===== src/rtl/alu_rr_arbiter.sv =====
// rtl/alu_rr_arbiter.sv - two-client round-robin sequencer for a shared latency-LAT ALU
module alu_rr_arbiter #(
    parameter int N   = 2,
    parameter int M   = 4,
    parameter int LAT = 1
) (
    input  logic         i_clk,
    input  logic         i_reset,
    input  logic         i_req0_valid,
    input  logic         i_req1_valid,
    output logic         o_req0_ready,
    output logic         o_req1_ready,
    input  logic [N-1:0] i_req0_op,
    input  logic [N-1:0] i_req1_op,
    input  logic [M-1:0] i_req0_A,
    input  logic [M-1:0] i_req1_A,
    input  logic [M-1:0] i_req0_B,
    input  logic [M-1:0] i_req1_B,
    output logic [N-1:0] o_alu_op,
    output logic [M-1:0] o_alu_A,
    output logic [M-1:0] o_alu_B,
    input  logic [M-1:0] i_alu_result,
    input  logic [3:0]   i_alu_status,
    output logic         o_rsp_valid,
    input  logic         i_rsp_ready,
    output logic         o_rsp_id,
    output logic [M-1:0] o_rsp_result,
    output logic [3:0]   o_rsp_status,
    output logic         o_busy
);

    typedef enum logic [1:0] {
        S_IDLE = 2'd0,
        S_WAIT = 2'd1,
        S_RESP = 2'd2
    } state_t;

    localparam logic [2:0] LAT_CNT = 3'(LAT);

    state_t     state_q;
    logic       ptr_q;
    logic [2:0] cnt_q;
    logic       id_q;

    logic       any_valid;
    logic       grant_d;

    // Grant selection: a lone requester wins outright, a tie goes to the priority pointer
    always_comb begin
        any_valid = i_req0_valid | i_req1_valid;
        grant_d   = 1'b0;
        if (i_req0_valid && i_req1_valid) begin
            grant_d = ptr_q;
        end else if (i_req1_valid) begin
            grant_d = 1'b1;
        end
    end

    // Readies depend only on state and valids, never on any ready, and are held low in reset
    always_comb begin
        o_req0_ready = !i_reset && (state_q == S_IDLE) && i_req0_valid && !grant_d;
        o_req1_ready = !i_reset && (state_q == S_IDLE) && i_req1_valid &&  grant_d;
        o_busy       = (state_q != S_IDLE);
    end

    // Sequencer: accept one request, wait out the ALU latency, hold the response until taken
    always_ff @(posedge i_clk) begin
        if (i_reset) begin
            state_q      <= S_IDLE;
            ptr_q        <= 1'b0;
            cnt_q        <= 3'd0;
            id_q         <= 1'b0;
            o_alu_op     <= '0;
            o_alu_A      <= '0;
            o_alu_B      <= '0;
            o_rsp_valid  <= 1'b0;
            o_rsp_id     <= 1'b0;
            o_rsp_result <= '0;
            o_rsp_status <= 4'd0;
        end else begin
            case (state_q)
                S_IDLE: begin
                    if (any_valid) begin
                        if (grant_d) begin
                            o_alu_op <= i_req1_op;
                            o_alu_A  <= i_req1_A;
                            o_alu_B  <= i_req1_B;
                        end else begin
                            o_alu_op <= i_req0_op;
                            o_alu_A  <= i_req0_A;
                            o_alu_B  <= i_req0_B;
                        end
                        id_q    <= grant_d;
                        cnt_q   <= LAT_CNT;
                        ptr_q   <= ~grant_d;
                        state_q <= S_WAIT;
                    end
                end
                S_WAIT: begin
                    if (cnt_q != 3'd0) begin
                        cnt_q <= cnt_q - 3'd1;
                    end else begin
                        o_rsp_result <= i_alu_result;
                        o_rsp_status <= i_alu_status;
                        o_rsp_id     <= id_q;
                        o_rsp_valid  <= 1'b1;
                        state_q      <= S_RESP;
                    end
                end
                S_RESP: begin
                    if (i_rsp_ready) begin
                        o_rsp_valid <= 1'b0;
                        state_q     <= S_IDLE;
                    end
                end
                default: begin
                    state_q <= S_IDLE;
                end
            endcase
        end
    end

endmodule


===== config.mk =====
export PLATFORM = sky130hd
export DESIGN_NAME = alu_rr_arbiter
export DESIGN_NICKNAME = d
export VERILOG_FILES = /design/src/rtl/alu_rr_arbiter.sv
export SDC_FILE = /design/constraint.sdc
export NUM_CORES = 1
export LEC_CHECK = 0
export CORE_UTILIZATION = 43
export DETAILED_ROUTE_END_ITERATION = 10
export PLACE_DENSITY_LB_ADDON = 0.3
export SLEW_MARGIN = 20
export SYNTH_ARGS = -nofsm -noshare
export SYNTH_HDL_FRONTEND = slang
export SYNTH_SLANG_ARGS = --single-unit

===== constraint.sdc =====
create_clock -name i_clk -period 4 [get_ports i_clk]
set_clock_uncertainty 0.2 [all_clocks]
set_input_delay 0.4 -clock i_clk [delete_from_list [all_inputs] [get_ports i_clk]]
set_output_delay 0.4 -clock i_clk [all_outputs]
set_load 0.03 [all_outputs]

==> results.json, run 1 <==
{
  "status": "finished clean",
  "worstSetupPathType": "input pin to output pin",
  "slew_violations": 0,
  "io_pins": 56,
  "drc": 0,
  "rsz0062_at_grt": "false",
  "grt_pass1_vias": 1040,
  "wirelength_um": 3020,
  "htreeDepth": 1,
  "synth_top_cells_by_area": "dfxtp_1, a221o_1, nand2_1, and4_1, a21oi_1",
  "cts_hold_buf": 0,
  "synth_cells": 127,
  "finalInstanceArea_um2": 1730,
  "startpoint_type": "input pin",
  "finalPower_uw": 744,
  "final_hold_viol_count": 0,
  "routabilityCongestion": 0.839,
  "drv_cap": 0,
  "placed_area_um2": 1710,
  "grt_usage": 0.217,
  "hold_path_class": "register to register",
  "clock_path_buffers": 2,
  "start_util": 0.464,
  "fillers": 204,
  "finalCritPeriodShare": 0.823,
  "synth_nets": 162,
  "yosysWarnings": 0,
  "setup_violations": 0,
  "fin_ws_ns": 0.710,
  "worstPathCellList": "clkdlybuf4s50_1, nor3b_1, and3_1, clkdlybuf4s50_1",
  "core.rowCount": 18,
  "peakVddDrop_uv": 306,
  "yosys.area.top_type_share": 0.458,
  "cpMostUsedCell": "clkdlybuf4s50_1",
  "ctsResizeCount": 0,
  "fmaxAchievable_mhz": 304,
  "gr-total-overflow": 0,
  "antenna_found_initial": 0,
  "multiInputGateArea_um2": 551,
  "cts_tree": "yes",
  "tightest_slew_ns": 0.944,
  "wire_per_inst_um": 14.7,
  "grt_max_degree": 18,
  "fin_util": 0.681,
  "synth.distinct_cells": 33,
  "layout_commonest_cell": "clkdlybuf4s50_1",
  "cp-end-kind": "output pin",
  "critical_path_arrival_ns": 2.69,
  "power_density_nw_per_um2": 430,
  "via_count": 1137,
  "dp_slack_ns": 0.759,
  "first_iter_violations": 39,
  "dp_hpwl_um": 2300,
  "clkSinkCount": 27,
  "cp_max_fo": 11,
  "antenna_left": 0,
  "antenna_cells": 0,
  "grt_pass1_wl_um": 4670,
  "root_buffer": "clkbuf_4",
  "critPathRequiredTime_ns": 3.40,
  "cts-buffers-inserted": 3,
  "clk_pin_slew_ns": 0.13,
  "relSlewSlack": 0.369,
  "final_cell_mix": "clkdlybuf4s50_1, dfxtp_1, nand2_1, a21oi_1",
  "io_buffers": 55,
  "ys_seq_area_frac": 0.458,
  "fin_crit_ns": 3.29,
  "p_leak_uw": 0.000646,
  "die_h_um": 54.4,
  "syn_avg_cell_area_um2": 9.29,
  "synth_area_leader_cell": "dfxtp_1",
  "synth.cell_area_um2": 1180,
  "post-cts-setup-buffers": 0,
  "ys_seq_elements": 27,
  "viasPerCell": 5.52,
  "max_stage_delay_ns": 0.79,
  "nets": 212,
  "die_w_um": 54.4,
  "coreArea_um2": 2540,
  "critPathSlowestCell": "nor3b_1",
  "drive_gt1_frac": 0.0455,
  "drt_first_pass_iters": 4,
  "area_growth_pct": 46.9,
  "seq_area_um2": 541,
  "fp.dieArea_um2": 2960,
  "clock_latency_ns": 0.32,
  "tns_ns": 0
}
-- cell usage after synthesis, drive strengths merged --
| master | number |
|---|---|
| dfxtp | 27 |
| nand2 | 18 |
| a21oi | 12 |
| a221o | 7 |
| and4 | 7 |
| buf | 6 |
| clkbuf | 6 |
| nand3 | 6 |
| o21ai | 4 |
| a31oi | 3 |
| inv | 3 |
| nand2b | 3 |
| a21o | 2 |
| and3 | 2 |
| ha | 2 |
| nor2 | 2 |
| o221ai | 2 |
| a2111o | 1 |
| a2111oi | 1 |
| a211oi | 1 |
| a21boi | 1 |
| nand3b | 1 |
| nand4bb | 1 |
| nor2b | 1 |
| nor3 | 1 |
| nor3b | 1 |
| nor4bb | 1 |
| o21a | 1 |
| o311a | 1 |
| or2 | 1 |
| or3 | 1 |
| or3b | 1 |
-- cells by family after synthesis --
| logic type | Yosys count | share of synthesized area |
|---|---|---|
| buffers and inverters | 15 | 0.0753 |
| AOI/OAI and AO/OA | 36 | 0.220 |
| and+or+nand+nor | 47 | 0.226 |
| DFF | 27 | 0.458 |
| adders and majority gates | 2 | 0.0212 |
-- state kept, by name (all words and copies together) (netlist names), 2 cells and up --
name,cells
state_q,2
o_rsp_status,4
o_alu_B,4
cnt_q,3
o_alu_op,2
o_alu_A,4
o_rsp_result,4
-- area by class of cell --
class / count / share of cell area
Timing Repair Buffer: 57 / 0.326
Multi-Input combinational cell: 85 / 0.318
Clock inverter: 1 / 0.00289
Sequential cell: 27 / 0.312
Inverter: 3 / 0.00650
Clock buffer: 3 / 0.0130
Tap cell: 30 / 0.0217
-- worst paths after layout --
check	startpoint	end	slack, ns	cells past startpoint
setup / recovery	i_req1_valid	o_req1_ready	0.71	4
setup reg to reg	state_q[0]$_SDFFE_PP0P_	o_alu_B[0]$_SDFFE_PP0P_	2.12	3
hold reg to reg	o_rsp_status[3]$_SDFFE_PP0P_	o_rsp_status[3]$_SDFFE_PP0P_	0.27	2
hold / removal	o_rsp_status[3]$_SDFFE_PP0P_	o_rsp_status[3]$_SDFFE_PP0P_	0.27	2
-- power by group --
part	internal (uW)	total (uW)	switching, uW
registers	308	337	28.9
logic	133	293	159
clock network	37.4	115	77.7
total	478	744	266
-- routing by layer --
| metal | GRT usage | vias to the layer above | share of wire |
|---|---|---|---|
| met5 | 0 | - | 0 |
| met4 | 0.0427 | 0 | 0 |
| met3 | 0.0306 | 0 | 0.045 |
| met2 | 0.370 | 29 | 0.50 |
| met1 | 0.290 | 544 | 0.45 |
| li1 | - | 564 | - |
-- metrics by stage --
stage / hold slack (ns) / cells
floorplan: 0.226 / 127
global placement: 0.244 / 202
detailed placement: 0.246 / 202
global route: 0.297 / 206
CTS: 0.272 / 206
finish: 0.270 / 206
-- worst max-delay path, delay by kind of cell --
family,cells,cell delay (ns)
simple gates,2,1.08
buf+inv,2,1.21
Note: power is estimated with default switching activity, not from simulation.
==> inputs of run 2 (changes only) <==
--- a/config.mk
+++ b/config.mk
@@ -5,7 +5,7 @@
 export SDC_FILE = /design/constraint.sdc
 export NUM_CORES = 1
 export LEC_CHECK = 0
-export CORE_UTILIZATION = 43
+export CORE_UTILIZATION = 40
 export DETAILED_ROUTE_END_ITERATION = 10
 export PLACE_DENSITY_LB_ADDON = 0.3
 export SLEW_MARGIN = 20
==> constraint.sdc (replaced) <==
create_clock -name i_clk -period 3.2 [get_ports i_clk]
set_clock_uncertainty 0.2 [all_clocks]
set_input_delay 0.32 -clock i_clk [delete_from_list [all_inputs] [get_ports i_clk]]
set_output_delay 0.32 -clock i_clk [all_outputs]
set_load 0.03 [all_outputs]
==> results.json, run 2 (synthesis gave the netlist of run 1 again) <==
{
  "status": "finished clean",
  "grt_max_degree": 17,
  "cts_hold_buf": 0,
  "fin_util": 0.630,
  "grt_pass1_vias": 1162,
  "gr-total-overflow": 0,
  "grt_pass1_wl_um": 5220,
  "hold_path_class": "register to register",
  "cp_max_fo": 4,
  "internal-power_uw": 604,
  "clkSinkCount": 27,
  "p_leak_uw": 0.000653,
  "dp.cells": 205,
  "area_growth_pct": 48.5,
  "critPathRequiredTime_ns": 2.68,
  "wirelength_um": 3200,
  "viasPerCell": 5.52,
  "tns_ns": 0,
  "final_hold_viol_count": 0,
  "die_h_um": 56.3,
  "cts_tree": "yes",
  "clk_pin_slew_ns": 0.16,
  "start_util": 0.424,
  "fp.dieArea_um2": 3170,
  "antenna_cells": 0,
  "post-cts-setup-buffers": 0,
  "power_frac_seq": 0.444,
  "root_buffer": "clkbuf_4",
  "cp-end-kind": "output pin",
  "layoutNonFillerInstCount": 209,
  "placed_area_um2": 1720,
  "wire_per_inst_um": 15.3,
  "final_cell_mix": "clkdlybuf4s50_1, dfxtp_1, nand2_1, a21oi_1",
  "combinationalPowerShare": 0.390,
  "die_w_um": 56.3,
  "p_clk_frac": 0.166,
  "drv_cap": 0,
  "critical_path_arrival_ns": 2.11,
  "setup_violations": 0,
  "relSlewSlack": 0.696,
  "coreArea_um2": 2780,
  "whs_path_depth": 2,
  "cts-buffers-inserted": 3,
  "peakVddDrop_uv": 361,
  "tightest_slew_ns": 0.454,
  "power_density_nw_per_um2": 543,
  "grt_usage": 0.209,
  "core.rowCount": 19,
  "first_iter_violations": 38,
  "fillers": 232,
  "p_sw_uw": 347,
  "antenna_found_initial": 0,
  "finalCritPeriodShare": 0.821,
  "drc": 0,
  "dp_hpwl_um": 2320,
  "r2r_cells": 3,
  "io_pins": 56,
  "io_buffers": 55,
  "nets": 214,
  "clock_latency_ns": 0.34,
  "p_sw_frac": 0.365,
  "finalInstanceArea_um2": 1750,
  "clock_path_buffers": 2,
  "fmaxAchievable_mhz": 381,
  "startpoint_type": "input pin",
  "fin_crit_ns": 2.63,
  "layout_commonest_cell": "clkdlybuf4s50_1",
  "via_count": 1153,
  "drt_first_pass_iters": 5,
  "slew_violations": 0,
  "drive_gt1_frac": 0.0562,
  "ctsResizeCount": 0,
  "rsz0062_at_grt": "false",
  "htreeDepth": 1,
  "antenna_left": 0,
  "worstSetupPathType": "input pin to output pin",
  "routabilityCongestion": 0.851
}
## run 2: path summary, 6_finish.rpt
path	to	slack, ns	from
max	o_req1_ready	0.57	i_req1_valid
min	o_rsp_result[2]$_SDFFE_PP0P_	0.28	o_rsp_result[2]$_SDFFE_PP0P_
max reg2reg	o_alu_A[0]$_SDFFE_PP0P_	1.41	state_q[1]$_SDFFE_PP0P_
min reg2reg	o_rsp_result[2]$_SDFFE_PP0P_	0.28	o_rsp_result[2]$_SDFFE_PP0P_
## run 2: routing by layer
metal | vias to the layer above | share of wire | track usage
met5 | - | 0 | 0
met4 | 0 | 0.014 | 0.0906
met3 | 5 | 0.053 | 0.0415
met2 | 36 | 0.47 | 0.332
met1 | 547 | 0.46 | 0.275
li1 | 565 | - | -
## run 2: power by group through the flow
stage	clock [uW]	combinational (uW)	sequential (uW)
floorplan	0	177	481
global placement	0	361	425
detailed placement	0	369	429
CTS	162	371	422
global route	176	397	428
finish	157	370	422
## run 2: metrics by stage
step	total power [uW]	worst slack, ns	hold slack (ns)
after global placement	786	0.586	0.242
after global routing	1000	0.467	0.295
final	950	0.574	0.275
after CTS	955	0.571	0.278
after detailed placement	797	0.585	0.243
after floorplan	658	1.45	0.226
## run 2: critical path, stage by stage
cell and delay, ns:
clkdlybuf4s50_1 0.53, nor3b_1 0.34, and3_1 0.23, clkdlybuf4s50_1 0.69
## run 2: area by class of cell
class,instances,area (um2),area share
multi-input combinational,85,551,0.314
timing repair buffer,59,581,0.331
inverter,3,11.3,0.00643
clock inverter,1,7.51,0.00429
clock buffer,3,22.5,0.0129
sequential,27,541,0.309
tap,31,38.8,0.0221
